### config.mk
export PLATFORM = sky130hd
export DESIGN_NAME = eat_sequencer
export DESIGN_NICKNAME = d
export VERILOG_FILES = /design/src/rtl/eat_seq_pkg.sv /design/src/rtl/eat_pose_timer.sv /design/src/rtl/eat_sequencer.sv
export SDC_FILE = /design/constraint.sdc
export NUM_CORES = 1
export LEC_CHECK = 0
export CORE_AREA = 2 2 88 90
export DETAILED_ROUTE_END_ITERATION = 6
export DIE_AREA = 0 0 90 92
export PLACE_DENSITY = 0.52
export SYNTH_ARGS = -nofsm -noshare
export SYNTH_HDL_FRONTEND = slang
export SYNTH_SLANG_ARGS = --single-unit
### constraint.sdc
create_clock -name pixel_clk -period 2.5 [get_ports pixel_clk]
set_input_delay 0.375 -clock pixel_clk [delete_from_list [all_inputs] [get_ports pixel_clk]]
set_output_delay 0.375 -clock pixel_clk [all_outputs]
set_load 0.03 [all_outputs]
### src/rtl/eat_seq_pkg.sv
// Shared types and widths for the eat-scene sequencer and its pose timer.
package eat_seq_pkg;
  localparam int TILE_W = 64;
  localparam int X_W    = 10;
  localparam int Y_W    = 9;
  localparam int CNT_W  = 8;

  typedef enum logic [2:0] {
    S_IDLE,
    S_WALK,
    S_EAT,
    S_RETURN,
    S_DONE
  } state_t;
endpackage

### src/rtl/eat_pose_timer.sv
// Counts frame ticks inside EAT; flags each pose flip and the final flip of the scene.
module eat_pose_timer
  import eat_seq_pkg::*;
#(
  parameter int unsigned FRAMES_PER_POSE = 8,
  parameter int unsigned EAT_FLIPS       = 6
) (
  input  logic pixel_clk,
  input  logic rst,
  input  logic frame_tick,
  input  logic clear,
  output logic flip,
  output logic last
);
  localparam logic [CNT_W-1:0] POSE_MAX = CNT_W'(FRAMES_PER_POSE - 1);
  localparam logic [CNT_W-1:0] FLIP_MAX = CNT_W'(EAT_FLIPS - 1);

  logic [CNT_W-1:0] pose_cnt_q, pose_cnt_d;
  logic [CNT_W-1:0] flip_cnt_q, flip_cnt_d;

  always_comb begin
    flip       = frame_tick && (pose_cnt_q == POSE_MAX);
    last       = flip && (flip_cnt_q == FLIP_MAX);
    pose_cnt_d = pose_cnt_q;
    flip_cnt_d = flip_cnt_q;
    if (clear) begin
      pose_cnt_d = '0;
      flip_cnt_d = '0;
    end else if (frame_tick) begin
      pose_cnt_d = flip ? '0 : pose_cnt_q + 1'b1;
      if (flip) flip_cnt_d = flip_cnt_q + 1'b1;
    end
  end

  always_ff @(posedge pixel_clk) begin
    if (rst) begin
      pose_cnt_q <= '0;
      flip_cnt_q <= '0;
    end else begin
      pose_cnt_q <= pose_cnt_d;
      flip_cnt_q <= flip_cnt_d;
    end
  end
endmodule

### src/rtl/eat_sequencer.sv
// Eat-scene sequencer: walks the dog down to EAT_Y, alternates eat poses, then finishes.
// EAT_SEQ_RETURN_EN adds a RETURN phase that walks the dog back up to START_Y before DONE.
module eat_sequencer
  import eat_seq_pkg::*;
#(
  parameter logic [X_W-1:0] X1              = 10'd256,
  parameter logic [Y_W-1:0] START_Y         = 9'd400,
  parameter logic [Y_W-1:0] EAT_Y           = 9'd208,
  parameter int unsigned    STEP            = 4,
  parameter int unsigned    FRAMES_PER_POSE = 8,
  parameter int unsigned    EAT_FLIPS       = 6
) (
  input  logic           pixel_clk,
  input  logic           rst,
  input  logic           frame_tick,
  input  logic           eat_req,
  input  logic           cancel,
  output logic           ActionS,
  output logic           run,
  output logic [X_W-1:0] DogPos_x1,
  output logic [X_W-1:0] DogPos_x2,
  output logic [Y_W-1:0] DogPos_y,
  output logic           busy,
  output logic           eat_done
);
  // Compare against limit before subtracting so the 9-bit position never wraps.
  localparam logic [Y_W:0]   WALK_LIM = (Y_W+1)'(EAT_Y) + (Y_W+1)'(STEP);
  localparam logic [Y_W-1:0] STEP_Y   = Y_W'(STEP);

  state_t         state_q, state_d;
  logic [Y_W-1:0] y_q, y_d;
  logic           action_q, action_d;
  logic           run_q, run_d;
  logic           busy_q, busy_d;
  logic           done_q, done_d;
  logic           eat_tick, pose_flip, pose_last;

  assign eat_tick = frame_tick && (state_q == S_EAT) && !cancel;

  eat_pose_timer #(
    .FRAMES_PER_POSE(FRAMES_PER_POSE),
    .EAT_FLIPS      (EAT_FLIPS)
  ) u_pose_timer (
    .pixel_clk (pixel_clk),
    .rst       (rst),
    .frame_tick(eat_tick),
    .clear     (state_q != S_EAT),
    .flip      (pose_flip),
    .last      (pose_last)
  );

  always_comb begin
    state_d  = state_q;
    y_d      = y_q;
    action_d = action_q;
    run_d    = run_q;
    done_d   = 1'b0;
    if (cancel && (state_q == S_WALK || state_q == S_EAT || state_q == S_RETURN)) begin
      state_d  = S_IDLE;
      y_d      = START_Y;
      action_d = 1'b0;
      run_d    = 1'b0;
    end else begin
      case (state_q)
        S_IDLE: begin
          if (eat_req && !cancel) begin
            state_d = S_WALK;
            y_d     = START_Y;
            run_d   = 1'b1;
          end
        end
        S_WALK: begin
          if (frame_tick) begin
            if ({1'b0, y_q} > WALK_LIM) begin
              y_d = y_q - STEP_Y;
            end else begin
              y_d      = EAT_Y;
              state_d  = S_EAT;
              run_d    = 1'b0;
              action_d = 1'b0;
            end
          end
        end
        S_EAT: begin
          if (pose_last) begin
            action_d = 1'b0;
`ifdef EAT_SEQ_RETURN_EN
            state_d  = S_RETURN;
            run_d    = 1'b1;
`else
            state_d  = S_DONE;
            done_d   = 1'b1;
`endif
          end else if (pose_flip) begin
            action_d = ~action_q;
          end
        end
`ifdef EAT_SEQ_RETURN_EN
        S_RETURN: begin
          if (frame_tick) begin
            if (({1'b0, y_q} + (Y_W+1)'(STEP)) < {1'b0, START_Y}) begin
              y_d = y_q + STEP_Y;
            end else begin
              y_d     = START_Y;
              state_d = S_DONE;
              run_d   = 1'b0;
              done_d  = 1'b1;
            end
          end
        end
`endif
        S_DONE:  state_d = S_IDLE;
        default: state_d = S_IDLE;
      endcase
    end
    busy_d = (state_d != S_IDLE) && (state_d != S_DONE);
  end

  always_ff @(posedge pixel_clk) begin
    if (rst) begin
      state_q  <= S_IDLE;
      y_q      <= START_Y;
      action_q <= 1'b0;
      run_q    <= 1'b0;
      busy_q   <= 1'b0;
      done_q   <= 1'b0;
    end else begin
      state_q  <= state_d;
      y_q      <= y_d;
      action_q <= action_d;
      run_q    <= run_d;
      busy_q   <= busy_d;
      done_q   <= done_d;
    end
  end

  assign ActionS   = action_q;
  assign run       = run_q;
  assign busy      = busy_q;
  assign eat_done  = done_q;
  assign DogPos_y  = y_q;
  assign DogPos_x1 = X1;
  assign DogPos_x2 = X1 + X_W'(TILE_W);
endmodule

==> results of run 1 <==
[cells by family after synthesis]
| group | count (synthesis) |
|---|---|
| AO/OA/AOI/OAI | 36 |
| flip-flops | 30 |
| other | 2 |
| buffers and inverters | 32 |
| adder cells (fa/ha/maj) | 6 |
| AND/OR/NAND/NOR | 92 |
| XOR/XNOR | 11 |
[metrics by stage]
step	cell area (µm²)	hold slack [ns]	cells	util (%)	setup WS (ns)
after floorplan	1856	0.4458	229	-	0.6469
after global placement	1962	0.4633	322	26.34	0.3034
after detailed placement	1962	0.4713	322	26.34	0.2782
after CTS	2038	0.4815	329	27.37	0.4858
after global routing	2038	0.4935	329	27.37	0.3354
final	2038	0.4827	329	27.37	0.5101
[final timing paths]
path                              start                         end  cells after the start
min          u_pose_timer.flip_cnt_q[7]  u_pose_timer.flip_cnt_q[7]                      2
min reg2reg  u_pose_timer.flip_cnt_q[7]  u_pose_timer.flip_cnt_q[7]                      2
max                          state_q[0]                    eat_done                      4
max reg2reg                  state_q[0]                    eat_done                      4
[cell usage in the layout (no fill, tap or decap), types with 2 or more instances in the layout]
cell and count:
o211ai_1 4, conb_1 22, nor3_1 7, o21ai_0 8, o41ai_1 2, dfxtp_1 30, nor2b_1 2, inv_1 5
ha_1 5, nand2b_1 3, clkbuf_8 5, nand3_1 8, or3b_1 2, nor4_1 6, nand2_1 15, or3_1 6
xnor2_1 5, buf_4 3, clkdlybuf4s50_1 15, a21oi_1 11, or4b_1 2, a31oi_1 2, xor2_1 6, nand4_1 6
or2_2 2, nor2_1 16, nand4b_1 2, clkbuf_1 2
[power breakdown]
group	total, µW	internal (µW)	switching (µW)
sequential	495	485	10.4
combinational	125	36.0	88.8
clock	365	191	173
[synth_stat cells, drive strengths merged, types with 2 or more instances]
cell,n
nor2,16
nor2b,3
or3,6
o41ai,2
or3b,2
nor3b,2
a21oi,11
nand4,7
nand2,15
and2,2
ha,5
or4b,3
o211ai,4
nand2b,3
inv,5
o21ai,9
buf,25
nor4,7
dfxtp,30
conb,2
nand3,8
nand4b,2
xnor2,5
clkbuf,2
or2,3
xor2,6
nor3,7
a31oi,2
[metal layers]
layer / global-route usage, % / wire length, µm
met4: 3.077 / 51
met5: 0 / 0
met2: 13.97 / 1668
met1: 13.40 / 1900
met3: 3.040 / 179
[final cells by class]
type / instances / area [µm²]
clock buffer: 7 / 76.32
fill: 828 / 5409
inverter: 5 / 18.77
multi-input combinational: 167 / 1042
sequential: 30 / 600.6
tap: 102 / 127.6
timing repair buffer: 18 / 172.7
[critical path: stages, from the launching register on]
cell	delay (ns)
dfxtp_1	0.44
or3b_1	0.57
nor4_4	0.47
nand2_1	0.14
nor4_1	0.26
[flip-flops by register name, summed over array words and instances, names as in the netlist]
| name | count |
|---|---|
| u_pose_timer.flip_cnt_q | 8 |
| u_pose_timer.pose_cnt_q | 8 |
| DogPos_y | 7 |
| state_q | 3 |
| ActionS | 1 |
| busy | 1 |
| eat_done | 1 |
| run | 1 |
==> flow_summary_export.csv, run 1 <==
group,metric,value,unit
outcome,status,"complete, no violations",
detailed_routing,drc,0,
detailed_routing,wl_per_cell,11.55,µm
yosys,synth_compound_area_share,13.00,%
placed_design,place_hpwl,2.833,mm
detailed_routing,first_pass_iters,4,
clock_network,ctsHoldBuffers,0,
clock_network,tritoncts.num_buffers,5,
setup_path,cp_max_fo,12,
setup_path,crit_type,"reg -> reg",
sta,fmax,502.5,MHz
yosys,synth-main-ff-cell,"dfxtp_1",
grt,grt_start_max_net_pins,13,
yosys,ys_seq_area_share,33.73,%
placed_design,gp_congestion,0.7845,
layout,layout-drive-gt1-share,7.489,%
floorplan,fp.dieH,92,µm
detailed_routing,postRouteAntennaNets,0,
power,p_per_area,483.2,mW/mm²
sta,tns,0,ns
clock_network,cts_max_level,2,
floorplan,core_area,0.007447,mm²
sta,rsz0062_at_grt,"no",
yosys,synth_edf_count,0,
detailed_routing,detail_route.vias_per_cell,4.547,
setup_path,cp.required,2.66,ns
clock_network,clk_pin_slew,0.06,ns
placed_design,io_buffers,15,
yosys,synthArstFlopShare,0,%
yosys,ys_types,53,
yosys,yosysTopAreaCellShare,33.73,%
layout,diodes,0,
clock_network,cts_sinks,30,
sta,min_period,1.990,ns
clock_network,clk-insertion-delay-late,0.28,ns
detailed_routing,vias,1496,
clock_network,cts_resized,0,
yosys,yosysWarnings,0,
power,vdd_ir_drop_max,0.0001804,V
setup_path,end_kind,"register",
setup_path,r2r_slack,0.51,ns
setup_path,arrival,2.15,ns
clock_network,cts_tree,"yes",
clock_network,postCtsSetupRepairBufs,0,
sta,clock_skew,0.008236,ns
power,p_leak,0.0006517,µW
power,finalPower,984.9,µW
floorplan,rows,32,
min_path,hp-class,"reg -> reg",
sta,finalHoldViolCount,0,
setup_path,start_kind,"register",
grt,grt_pass1_wl,6.403,mm
detailed_routing,drt_wl_total,3.799,mm
sta,final.period_utilization,79.59,%
sta,finalSetupViolations,0,
layout,synthToLayoutAreaGrowth,14.48,%
grt,grt_pass1_vias,1304,
detailed_routing,drt_iter0_markers,64,
sta,finalMaxSlewViolations,0,
yosys,synth_xor_area_share,5.411,%
yosys,ys_ff_latch,30,
floorplan,die_w,90,µm
grt,antenna_found_initial,0,
clock_network,cts.path.max_buffers,2,
yosys,yosys-top-cells-area,"dfxtp_1 (34%), buf_4 (9.3%), ha_1 (3.5%), nor2_1 (3.4%), nand2_1 (3.2%)",
flow_run,maxCapViolations,0,
yosys,synth_top_family_by_area,"simple AND/OR/NAND/NOR gates",
yosys,syn_area,0.001780,mm²
grt,grt_overflow,0,
layout,finalNetCount,237,
floorplan,start_util,23.91,%
floorplan,pin_count,38,
yosys,synth_cells,209,
floorplan,die-area,0.008280,mm²
yosys,synthSimpleGateAreaFrac,31.41,%
yosys,synth_mux_area_share,0,%
yosys,synth_top_cell_by_area,"dfxtp_1",
yosys,avgSynthCellArea,8.519,µm²
clock_network,root_buffer,"clkbuf_8",
yosys,synth_adder_area_share,4.076,%
grt,grt_usage,9.586,%
(Power assumes the default switching activity.)
==> run 2: changes to the inputs <==
--- a/config.mk
+++ b/config.mk
@@ -8,7 +8,7 @@
 export CORE_AREA = 2 2 88 90
 export DETAILED_ROUTE_END_ITERATION = 6
 export DIE_AREA = 0 0 90 92
-export PLACE_DENSITY = 0.52
+export PLACE_DENSITY = 0.54
 export SYNTH_ARGS = -nofsm -noshare
 export SYNTH_HDL_FRONTEND = slang
 export SYNTH_SLANG_ARGS = --single-unit
==> constraint.sdc (replaced) <==
create_clock -name pixel_clk -period 1.72 [get_ports pixel_clk]
set_input_delay 0.258 -clock pixel_clk [delete_from_list [all_inputs] [get_ports pixel_clk]]
set_output_delay 0.258 -clock pixel_clk [all_outputs]
set_load 0.03 [all_outputs]
==> run 2 against run 1 <==
Critical endpoint is now DogPos_y[5]; clock power grew 54%; sequential share of layout area shrank 4.2 points; first-iteration DRC count shrank 19%; count of clock-buffer cells in the layout shrank 1.
==> flow_summary_export.csv, run 2 (synthesis gave the netlist of run 1 again) <==
group,metric,value,unit
placed_design,io_buffers,15,
clock_network,root_buffer,"clkbuf_8",
grt,grt_pass1_vias,1564,
clock_network,tritoncts.num_buffers,5,
grt,grt_start_max_net_pins,12,
layout,synthToLayoutAreaGrowth,34.22,%
detailed_routing,vias,1587,
layout,final_cell_mix,"buf_4 (34), dfxtp_1 (27), conb_1 (22), nor2_1 (16), nand2_1 (14)",
layout,diodes,0,
grt,grt_usage,11.22,%
sta,fmax,606.6,MHz
sta,finalMaxSlewViolations,0,
detailed_routing,detail_route.vias_per_cell,4.396,
detailed_routing,drt_wl_total,4.307,mm
setup_path,cp.required,1.89,ns
detailed_routing,drc,0,
sta,finalSetupViolations,0,
grt,grt_pass1_wl,7.424,mm
clock_network,cts.path.max_buffers,2,
layout,n_fill_cell,794,
clock_network,ctsHoldBuffers,0,
detailed_routing,wl_per_cell,11.93,µm
setup_path,end_kind,"register",
placed_design,place_hpwl,3.357,mm
layout,layout-drive-gt1-share,25.10,%
power,p_leak,0.0008974,µW
detailed_routing,postRouteAntennaNets,0,
layout,finalNetCount,270,
grt,grt_overflow,0,
outcome,status,"complete, no violations",
sta,min_period,1.648,ns
min_path,hp-class,"reg -> reg",
clock_network,cts_tree,"yes",
detailed_routing,drt_iter0_markers,52,
clock_network,clk-insertion-delay-late,0.28,ns
placed_design,gp_congestion,0.8365,
setup_path,cp_max_fo,11,
setup_path,start_kind,"register",
power,finalPower,1485,µW
floorplan,pin_count,38,
power,vdd_ir_drop_max,0.0002111,V
floorplan,fp.dieH,92,µm
clock_network,cts_max_level,2,
layout,final_common_cell,"buf_4",
floorplan,die-area,0.008280,mm²
clock_network,cts_sinks,30,
layout,final_util,32.09,%
sta,finalHoldViolCount,0,
layout,seq_area,604.3,µm²
floorplan,die_w,90,µm
grt,antenna_found_initial,0,
floorplan,start_util,23.91,%
flow_run,maxCapViolations,0,
setup_path,crit_type,"reg -> reg",
power,p_per_area,621.3,mW/mm²
sta,clock_skew,0.003005,ns
detailed_routing,first_pass_iters,6,
sta,final.period_utilization,95.84,%
floorplan,core_area,0.007447,mm²
setup_path,arrival,1.81,ns
floorplan,rows,32,
clock_network,clk_pin_slew,0.06,ns
layout,multi_input_area,0.001111,mm²
## run 2: where the power goes
| part | total [µW] | leakage, µW | internal [µW] | switching [µW] |
|---|---|---|---|---|
| Combinational | 207 | 0.000610 | 69.0 | 138 |
| Clock | 561 | 0.0000431 | 308 | 253 |
| Sequential | 717 | 0.000244 | 705 | 11.6 |
| Total | 1480 | 0.000897 | 1080 | 403 |
## run 2: worst paths after layout
kind / from / endpoint / slack (ns) / depth (start not counted)
min: DogPos_y[3] / DogPos_y[3] / 0.48 / 2
max reg2reg: state_q[0] / DogPos_y[5] / 0.07 / 5
max: state_q[0] / DogPos_y[5] / 0.07 / 5
min reg2reg: DogPos_y[3] / DogPos_y[3] / 0.48 / 2
## run 2: through the flow
step                      hold slack [ns]  setup slack [ns]     TNS, ns  area, µm²  instances
after CTS                          0.4816          0.001026           0       2312        360
after global routing               0.5208        -0.0003781  -0.0003781       2390        361
after detailed placement           0.4681           -0.2624      -5.227       2225        354
final                              0.4849           0.07155           0       2390        361
after global placement             0.4637           -0.2266      -4.424       2225        354
after floorplan                    0.4096          0.001995           0       1866        229
## run 2: repair_timing
action	CTS	global route
setup endpoints to repair	11	23
pin swaps	2	8
setup buffers	0	1
resized for setup	3	15
## run 2: per-layer routing
metal  global-route usage, %  part of all wire [%]
met3                   3.615                   3.6
met1                   15.08                    51
met5                       0                     0
met2                   16.73                    44
met4                   4.231                   1.5
## run 2: area by class of cell
cell class | count | area share (%)
inverter | 5 | 0.7853
timing repair buffer | 51 | 18.64
multi-input combinational | 167 | 46.49
sequential | 30 | 25.29
tap | 102 | 5.340
clock buffer | 6 | 3.456
## run 2: critical path, cell delays in order (launching register included)
cell and delay (ns):
dfxtp_1 0.33, buf_12 0.14, or4b_2 0.66, a21o_1 0.20
o211ai_1 0.12, nor2_1 0.08
